### config.mk
export PLATFORM = sky130hd
export DESIGN_NAME = fpu_check_fifo
export DESIGN_NICKNAME = d
export VERILOG_FILES = /design/src/rtl/fpu_check_fifo.sv
export SDC_FILE = /design/constraint.sdc
export NUM_CORES = 1
export LEC_CHECK = 0
export ABC_AREA = 1
export CAP_MARGIN = 20
export CELL_PAD_IN_SITES_DETAIL_PLACEMENT = 1
export CELL_PAD_IN_SITES_GLOBAL_PLACEMENT = 1
export CORE_MARGIN = 1
export CORE_UTILIZATION = 55
export DETAILED_ROUTE_END_ITERATION = 10
export GPL_TIMING_DRIVEN = 0
export PLACE_DENSITY_LB_ADDON = 0.1
export SYNTH_ARGS = -nofsm -noshare
export SYNTH_HDL_FRONTEND = slang
export SYNTH_SLANG_ARGS = --single-unit
export TNS_END_PERCENT = 30
### constraint.sdc
create_clock -name CLK -period 5.1 [get_ports CLK]
set_clock_uncertainty 0.15 [all_clocks]
set_input_delay 1.275 -clock CLK [delete_from_list [all_inputs] [get_ports CLK]]
set_output_delay 1.275 -clock CLK [all_outputs]
set_load 0.05 [all_outputs]
### src/rtl/fpu_check_fifo.sv
// Synchronous FIFO holding expected result words; full/empty come from a registered
// occupancy count that carries one extra bit so the two states never alias.
module fpu_check_fifo #(
  parameter int DEPTH = 16,
  parameter int WIDTH = 32
) (
  input  logic                     CLK,
  input  logic                     RST,
  input  logic                     push,
  input  logic                     pop,
  input  logic [WIDTH-1:0]         din,
  output logic [WIDTH-1:0]         head,
  output logic [$clog2(DEPTH):0]   count,
  output logic                     full,
  output logic                     empty
);

  localparam int AW = $clog2(DEPTH);
  localparam logic [AW:0] FULL_CNT = (AW + 1)'(DEPTH);

  logic [WIDTH-1:0] mem [DEPTH];
  logic [AW-1:0]    wr_ptr;
  logic [AW-1:0]    rd_ptr;
  logic [AW:0]      cnt;
  logic             do_push;
  logic             do_pop;

  assign full    = (cnt == FULL_CNT);
  assign empty   = (cnt == '0);
  assign do_push = push & ~full;
  assign do_pop  = pop & ~empty;
  assign head    = mem[rd_ptr];
  assign count   = cnt;

  // Pointers are AW bits wide, so they wrap modulo DEPTH on their own.
  always_ff @(posedge CLK) begin
    if (RST) begin
      wr_ptr <= '0;
      rd_ptr <= '0;
      cnt    <= '0;
    end else begin
      if (do_push) wr_ptr <= wr_ptr + 1'b1;
      if (do_pop)  rd_ptr <= rd_ptr + 1'b1;
      case ({do_push, do_pop})
        2'b10:   cnt <= cnt + 1'b1;
        2'b01:   cnt <= cnt - 1'b1;
        default: cnt <= cnt;
      endcase
    end
  end

  always_ff @(posedge CLK) begin
    if (do_push) mem[wr_ptr] <= din;
  end

endmodule

# Word-level counts from Yosys, hierarchy flattened
# Memory sizes are Yosys's and may differ from the RTL's. A register that Yosys moved wholly into a read port is not among the register bits.
# Cells that the tools add are included.
[classes]
n_bitwise = 4
muxes = 5
n_eq_ne = 3
reduce_logical = 2
add_sub_neg = 4
[op_table]
columns = ["operator", "count"]
rows = [
  ["$pmux W5 S2", 1],
  ["$add A4 B1 Y4 const B", 2],
  ["$mux W4", 2],
  ["$add A5 B1 Y5 const B", 1],
  ["$eq A5 B5 Y1 const B", 1],
  ["$logic_not A5 Y1", 1],
  ["$sub A5 B1 Y5 const B", 1],
  ["$and A1 B1 Y1", 2],
  ["$eq A2 B1 Y1 const B", 1],
  ["$eq A2 B2 Y1 const B", 1],
  ["$mux W1", 2],
  ["$not A1 Y1", 2],
  ["$reduce_bool A2 Y1", 1],
]
[totals]
input_bits = 36
regBits = 13
memories = 1
output_inout_bits = 39
wordCells = 22
ramBits = 512
[memory_table]
columns = ["memory", "depth", "word_bits", "read_ports", "rd_clocked_by_memory_dff", "write_ports", "line_no", "source"]
rows = [
  ["mem", 16, 32, 1, 1, 1, "21", "logic [WIDTH-1:0] mem [DEPTH];"],
]

# Logic depth before layout (Yosys ltp)
# Gate-level depths: netlist (run 1).
[logic_depth]
depth_word = 5
ltp_mapped = 14

# Least setup slack after synthesis (run 1)
# Ideal clock, no wire load.
[synth_path]
path_type = "input to register"
startpoint = "in push"
endpoint = "mem mem[11][0] (enable)"
n_path_buf = 0
slack_ns = 1.570
t_required_ns = 4.529
arrival_time_ns = 2.959
stages = 4
cell_sequence = "nand2_4 nor2_1 nand2_1 nor2_1"
[synth_via]
elab_chain_cells = 3
[synth_lines]
columns = ["item", "line_no", "source"]
rows = [
  ["start: declaration", "9", "input logic push,"],
  ["$and A1 B1 Y1", "30", "assign do_push = push & ~full;"],
  ["$mux W1", "53", "if (do_push) mem[wr_ptr] <= din;"],
  ["$mux W1 (implied by the code)", "53", ""],
  ["end: declaration", "21", ""],
]
# Every way passes these cells.

==> impl_metrics.ini, run 1 <==
[sta]
hold_viol_final = 0
setup_tns_ps = 0
min_period_ps = 5040
finalSetupViolations = 0
fmax_mhz = 198
tightest_slew_ps = 1140
slew_violations = 0
whs_ps = 382
rsz0062_at_grt = no
slew_headroom = 0.240
post-route-period-util = 0.989

[yosys]
synth_edf_count = 512
ys_async_sr_fraction = 0
syn-num-nets = 1525
seq_area_frac_synth = 0.729
syn_avg_cell_area_um2 = 14.5
synth_cell_types = 28
synth_area_um2 = 21500
synth_flop_cell = edfxtp_1
yosys_register_bits = 529
postSynthCellCount = 1481
ys_warn_count = 0

[placed_design]
numPlacedInstances = 2091
placed_cell_area_um2 = 23400
portBuffers = 74
dpl.hpwl_um = 42000
gp_congestion = 0.813

[cts]
clock-sinks = 529
clock_latency_ps = 600
cts_hold_buffers = 0
clk_pin_slew_worst_paths_ps = 60
cts_max_level = 2
cts-root-buf = clkbuf_16
clock_path_buffers = 3
cts_tree = yes
cts_buffers = 53

[worst_setup_path]
rr_worst_depth = 7
critical_path_class = reg -> out
crit_arrival_ps = 3620
worstPathMaxFanout = 10
reg2reg_to = mem[1][22]
r2r_slack_ps = 2390
cp.required_ps = 3670
critPathLaunchType = flip-flop
reg2reg_from = count[0]
end_kind = output port

[drt]
met3_length_um = 5750
vias = 13984
met1Wirelength_um = 26200
route.met2.wl_um = 33500
first_pass_iters = 5
drt-initial-drc-count = 1600
totalWireLength_um = 68400
ant_nets = 0
drc = 0
via_per_inst = 6.38
avgRoutedWirePerCell_um = 31.2
dr.max_layer_used = met4

[floorplan]
core_um2 = 38600
dieWidth_um = 200
rows = 72
chipHeight_um = 200
io_pins = 75
dieArea_um2 = 40000
start_util = 0.558

[power]
power_mw = 12.6
leakage_nw = 8.46
peakVddDrop_mv = 0.401
p_per_area_nw_per_um2 = 502

[status]
outcome = finished clean

[finish]
drive_gt1_frac = 0.109
finalInstanceArea_um2 = 25000
layout_common_cells = 512 x edfxtp_1, 138 x inv_1, 137 x a21oi_1
final_common_cell = edfxtp_1
synthToLayoutAreaGrowth_pct = 16.1
nets = 1672
fillCellCount = 3549
stdcell_count = 2191

[min_path]
hp-class = reg -> reg
holdPathEnd = rd_ptr[1]
hold_depth = 2
hold_path.startpoint = rd_ptr[1]

[global_route]
grt_antenna_before_repair = 2
grt_usage = 0.352
grt_start_max_net_pins = 20
grt_overflow = 0
grt_pass1_wl_um = 97900
grt_pass1_vias = 14728

[job]
max_cap_violations = 0
==> metal layers <==
metal  global-route usage  vias up
met1                0.453     7187
met4                0.157        0
met3               0.0642      192
li1                     -     5838
met5                    0        -
met2                0.585      767
==> cell usage after synthesis (5+ instances only) <==
cell	n	area share
edfxtp_1	512	0.71
inv_1	138	0.024
a21oi_1	137	0.032
mux2i_1	128	0.059
o211ai_1	110	0.038
o21ai_1	99	0.023
o21ai_0	68	0.016
nand2_1	52	0.0091
nand3_1	41	0.0095
nor2_1	32	0.0056
clkbuf_1	31	0.0054
buf_1	18	0.0031
o211ai_2	18	0.010
dfxtp_1	17	0.016
buf_6	13	0.0068
buf_2	12	0.0028
buf_12	11	0.010
clkinv_2	9	0.0021
ha_1	8	0.0046
buf_4	6	0.0021
inv_2	6	0.0010
nand4_1	5	0.0015
xor2_1	5	0.0020
==> power breakdown <==
group	switching, mW	internal [mW]
registers	0.0845	4.92
logic	2.68	1.22
clock network	1.66	2.01
total	4.43	8.15
==> worst max-delay path by stage <==
stage | startpoint | slack (ps) | end | cells after the start
2_1_floorplan | push | 1570 | mem[11][0] | 4
4_1_cts | flip-flop | 40 | head[16] | 7
3_3_place_gp | push | -1080 | mem[11][18] | 5
3_5_place_dp | flip-flop | 770 | head[10] | 7
6_report | flip-flop | 60 | head[10] | 7
5_1_grt | flip-flop | 2 | head[25] | 7
==> cell type report <==
| type | count | area [µm²] | share of cell area |
|---|---|---|---|
| sequential | 529 | 15700 | 0.628 |
| multi-input combinational | 708 | 4710 | 0.188 |
| clock buffer | 64 | 1410 | 0.0564 |
| timing repair buffer | 92 | 1110 | 0.0444 |
| buffer | 91 | 657 | 0.0263 |
| tap | 518 | 648 | 0.0259 |
| inverter | 153 | 586 | 0.0234 |
| clock inverter | 35 | 181 | 0.00725 |
| antenna | 1 | 2.50 | 0.000100 |
==> worst max-delay path, cell delays in order (launching register included) <==
cell and delay (ps):
dfxtp_1 640, buf_6 240, clkbuf_1 590, o21ai_0 240
o211ai_1 130, nand3_1 140, nand2_1 200, clkdlybuf4s50_1 830
==> kinds of logic (layout without fill, tap and decap cells) <==
logic type | after synthesis | count (layout) | share of synthesized area
flip-flops | 529 | 529 | 0.729
AO/OA/AOI/OAI | 433 | 433 | 0.120
buffers and inverters | 244 | 435 | 0.0576
AND/OR/NAND/NOR | 134 | 134 | 0.0272
multiplexers | 128 | 128 | 0.0595
adder cells (fa/ha/maj) | 8 | 8 | 0.00465
XOR/XNOR | 5 | 5 | 0.00203
other | 0 | 1 | 0
==> flip-flops by register name, indices dropped and copies added, names as in the netlist, named ones only <==
register	cells
count	5
wr_ptr	4
mem	512
rd_ptr	4
==> metrics by stage <==
step,utilization,setup WS (ps)
finish,0.647,55.9
global route,0.647,2.37
detailed placement,0.606,775
global placement,0.593,-1080
CTS,0.647,42.7
floorplan,-,1570
==> repair_timing <==
action	4_1_cts	5_1_grt
setup buffers	0	0
gates resized for setup	0	3
endpoints found under the setup margin	0	2
Note: power is estimated with default switching activity, not from simulation.
==> run 2: changes to the inputs <==
- ABC_AREA: 1 -> default
- CORE_UTILIZATION: 55 -> 58
==> impl_metrics.ini, run 2 <==
[yosys]
synth_flop_cell = edfxtp_1
synth_area_leaders = edfxtp_1 76%, mux4_2 14%, a22oi_1 2.4%
netlist_top_cells_count = 512 x edfxtp_1, 128 x mux4_2, 64 x a22oi_1, 38 x nand2_1, 34 x nor2_1
syn-num-nets = 953
synth_area_um2 = 20100
postSynthCellCount = 909
ys_async_sr_fraction = 0
synth_edf_count = 512
yosys_register_bits = 529
yosys.area.top_type = edfxtp_1
synth_cell_types = 42
seq_area_frac_synth = 0.781
yosysMostFrequentCell = edfxtp_1
yosysTopAreaCellShare = 0.764
ys_warn_count = 0
syn_avg_cell_area_um2 = 22.1

[cts]
post_cts_buffers = 0
clock_path_buffers = 3
clk_pin_slew_worst_paths_ps = 60
clock-sinks = 529
cts_max_level = 2
cts-root-buf = clkbuf_16
clock_latency_ps = 560
cts_hold_buffers = 0
cts_tree = yes
cts_buffers = 52

[floorplan]
dieWidth_um = 188
io_pins = 75
start_util = 0.594
core_um2 = 33900
dieArea_um2 = 35400
rows = 67
chipHeight_um = 188

[drt]
drc = 0
avgRoutedWirePerCell_um = 31.7
vias = 10173
via_per_inst = 6.55
drt-initial-drc-count = 964
ant_nets = 0
totalWireLength_um = 49300
first_pass_iters = 5

[worst_setup_path]
cp.required_ps = 3670
crit_arrival_ps = 3610
critical_path_class = reg -> out
rr_worst_depth = 13
worstPathMaxFanout = 10
end_kind = output port
critPathLaunchType = flip-flop

[status]
outcome = finished clean

[global_route]
grt-busiest-layer = met2
grt_start_max_net_pins = 23
grt_antenna_before_repair = 1
met2_usage = 0.474
grt_pass1_vias = 10871
grt_usage = 0.288
grt_pass1_wl_um = 71800
grt_util_met3 = 0.0572
grt_overflow = 0
grtUsageMet1 = 0.398

[placed_design]
dpl.hpwl_um = 30300
portBuffers = 74
post-place-ws_ps = 593
gp_congestion = 0.716

[sta]
min_period_ps = 5030
slew_violations = 0
post-route-period-util = 0.987
fin_ws_ps = 65.2
hold_viol_final = 0
whs_ps = 375
finalSetupViolations = 0
tightest_slew_ps = 994
slew_headroom = 0.334
rsz0062_at_grt = yes
fmax_mhz = 199

[finish]
nets = 1109
drive_gt1_frac = 0.245
largest_register_ffs = 512
top_register = mem
ff_latch_area_um2 = 15700
fillCellCount = 2627
synthToLayoutAreaGrowth_pct = 17.1
final_common_cell = edfxtp_1
multi_input_comb_area_um2 = 4260
layout_common_cells = 512 x edfxtp_1, 128 x mux4_2, 74 x clkdlybuf4s50_1

[power]
peakVddDrop_mv = 0.393
leakage_nw = 7.43
p_per_area_nw_per_um2 = 461

[job]
max_cap_violations = 0

[min_path]
hp-class = reg -> reg
hold_depth = 2
run 2: worst paths after layout:
path	startpoint	endpoint	slack, ps
min reg2reg	rd_ptr[3]	flip-flop	370
min	rd_ptr[3]	flip-flop	370
max reg2reg	count[1]	count[4]	1580
max	flip-flop	head[2]	70
run 2: area by class of cell:
cell class | instances | share of cell area
Sequential cell | 529 | 0.667
Clock inverter | 25 | 0.00797
Tap cell | 448 | 0.0238
Antenna cell | 1 | 0.000106
Timing Repair Buffer | 102 | 0.0501
Inverter | 7 | 0.00112
Multi-Input combinational cell | 321 | 0.181
Clock buffer | 67 | 0.0585
Buffer | 52 | 0.0106
run 2: worst max-delay path, cell delays in order, from the launching register on:
cell and delay (ps):
dfxtp_1 360, clkbuf_1 450, buf_2 510, mux4_2 570, a22oi_1 280, nand2_1 150
clkdlybuf4s50_1 730
run 2: metrics by stage:
stage	TNS, ps	instances	power, mW	cell area [µm²]	util
floorplan	0	909	6.58	20100	-
global placement	-627520	1431	7.24	21400	0.633
detailed placement	0	1459	7.34	22000	0.649
CTS	0	1551	10.9	23500	0.695
global route	-631	1551	11.2	23600	0.696
finish	0	1552	10.9	23600	0.696
run 2: repair_timing:
item,CTS,global route
gates resized for setup,5,11
setup endpoints to repair,9,23
pin swaps,0,0
run 2: cell families (layout without fill, tap and decap cells):
kind of cell,count (synthesis),count (layout),synth area share
buf+inv,59,253,0.0128
simple gates,93,93,0.0207
flops,529,529,0.781
fa+ha+maj,8,8,0.00498
compound gates,80,80,0.0317
other cells,0,1,0
xor+xnor,8,8,0.00348
mux,132,132,0.145
run 2: report_power, final:
part           switching (mW)  internal, mW  total [mW]
Combinational            1.37         0.916        2.29
Clock                    1.56          2.04        3.60
Sequential             0.0595          4.91        4.97
Total                    2.99          7.87        10.9
run 2: per-layer routing:
| layer | share of wire | up-vias |
|---|---|---|
| met1 | 0.40 | 5490 |
| met4 | 0.023 | 0 |
| met5 | 0 | - |
| met3 | 0.075 | 83 |
| met2 | 0.50 | 457 |
| li1 | - | 4143 |
==> run 3: changes to the inputs <==
- CTS_BUF_LIST: default -> sky130_fd_sc_hd__clkbuf_16
==> impl_metrics.ini, run 3 (synthesized netlist as in run 2, its figures left out) <==
[floorplan]
io_pins = 75
start_util = 0.594
dieArea_um2 = 35400
core_um2 = 33900
rows = 67
chipHeight_um = 188
dieWidth_um = 188

[finish]
largest_register_ffs = 512
fillCellCount = 2627
nets = 1109
synthToLayoutAreaGrowth_pct = 17.1
layout_common_cells = 512 x edfxtp_1, 128 x mux4_2, 74 x clkdlybuf4s50_1
ff_latch_area_um2 = 15700
top_register = mem
final_common_cell = edfxtp_1
multi_input_comb_area_um2 = 4260
drive_gt1_frac = 0.245

[global_route]
grt_pass1_wl_um = 71800
grt_overflow = 0
grt_usage = 0.288
grt_antenna_before_repair = 1
grt_pass1_vias = 10871
grt_start_max_net_pins = 23

[cts]
cts_max_level = 2
clk_pin_slew_worst_paths_ps = 60
clock_latency_ps = 560
cts_tree = yes
clock_path_buffers = 3
cts_hold_buffers = 0
cts_buffers = 52
cts-root-buf = clkbuf_16
clock-sinks = 529

[placed_design]
gp_congestion = 0.716
post-place-ws_ps = 593
dpl.hpwl_um = 30300
portBuffers = 74

[worst_setup_path]
worstPathMaxFanout = 10
cp.required_ps = 3670
critical_path_class = reg -> out
crit_arrival_ps = 3620
end_kind = output port
rr_worst_depth = 13
reg2reg_from = count[1]
reg2reg_to = count[4]
critPathLaunchType = flip-flop
r2r_slack_ps = 1580

[drt]
ant_nets = 0
vias = 10108
totalWireLength_um = 49300
drc = 0
avgRoutedWirePerCell_um = 31.7
via_per_inst = 6.51
drt-initial-drc-count = 927
first_pass_iters = 7

[sta]
slew_headroom = 0.337
min_period_ps = 5040
fmax_mhz = 198
hold_viol_final = 0
rsz0062_at_grt = yes
fin_ws_ps = 55.3
whs_ps = 375
tightest_slew_ps = 990
finalSetupViolations = 0
post-route-period-util = 0.989
slew_violations = 0

[min_path]
hold_depth = 2
hold_path.startpoint = rd_ptr[3]
hp-class = reg -> reg

[status]
outcome = finished clean

[power]
peakVddDrop_mv = 0.393
leakage_nw = 7.49
p_per_area_nw_per_um2 = 460

[job]
max_cap_violations = 0
==> run 3: cell types whose count changed in the layout (fill, tap and decap cells not counted) <==
| cell | previous run | this run |
|---|---|---|
| clkbuf_1 | 39 | 25 |
| inv_1 | 7 | 21 |
| diode_2 | 1 | 2 |
==> run 3: critical path, cell delays in order (launching register included) <==
cell and delay [ps]:
dfxtp_1 360, clkbuf_1 450, buf_2 510, mux4_2 570
a22oi_1 280, nand2_1 150, clkdlybuf4s50_1 730
==> run 3: cell type report <==
type / instances / share of cell area
flip-flops and latches: 529 / 0.667
multi-input cells: 321 / 0.181
clock buffers: 53 / 0.0563
repair buffers: 102 / 0.0501
well taps: 448 / 0.0238
plain buffers: 52 / 0.0106
clock inverters: 39 / 0.0102
inverters: 7 / 0.00112
diodes: 2 / 0.000212
==> run 3: through the flow <==
stage	area [µm²]	utilization	TNS [ps]	instances	total power, mW
after floorplan	20100	-	0	909	6.58
after global placement	21400	0.633	-627520	1431	7.24
after detailed placement	22000	0.649	0	1459	7.34
after CTS	23500	0.695	0	1551	10.9
after global routing	23600	0.696	-635	1551	11.1
final	23600	0.696	0	1553	10.8
==> run 3: what timing repair did <==
action / in CTS / in global routing
gates cloned: 0 / 0
setup buffers: 0 / 0
resized for setup: 5 / 11
setup endpoints to repair: 9 / 23
==> run 3: power by group <==
group          switching [mW]  leakage, nW  internal [mW]
combinational            1.37         1.91          0.916
clock                    1.57        0.817           2.02
sequential             0.0597         4.76           4.91
total                    3.00         7.49           7.84
==> run 3: metal layers <==
metal | vias to the layer above | global-route usage | wire length [µm]
met1 | 5442 | 0.398 | 19800
met5 | - | 0 | 0
met3 | 83 | 0.0572 | 3760
met2 | 441 | 0.474 | 24600
met4 | 0 | 0.0863 | 1190
li1 | 4142 | - | -
==> run 3: how the worst max path moves through the flow <==
stage	endpoint	depth (start not counted)
after floorplan	mem[0][0]	3
after global placement	mem[2][11]	4
after detailed placement	head[16]	6
after CTS	head[19]	6
after global routing	head[2]	6
final	head[2]	6
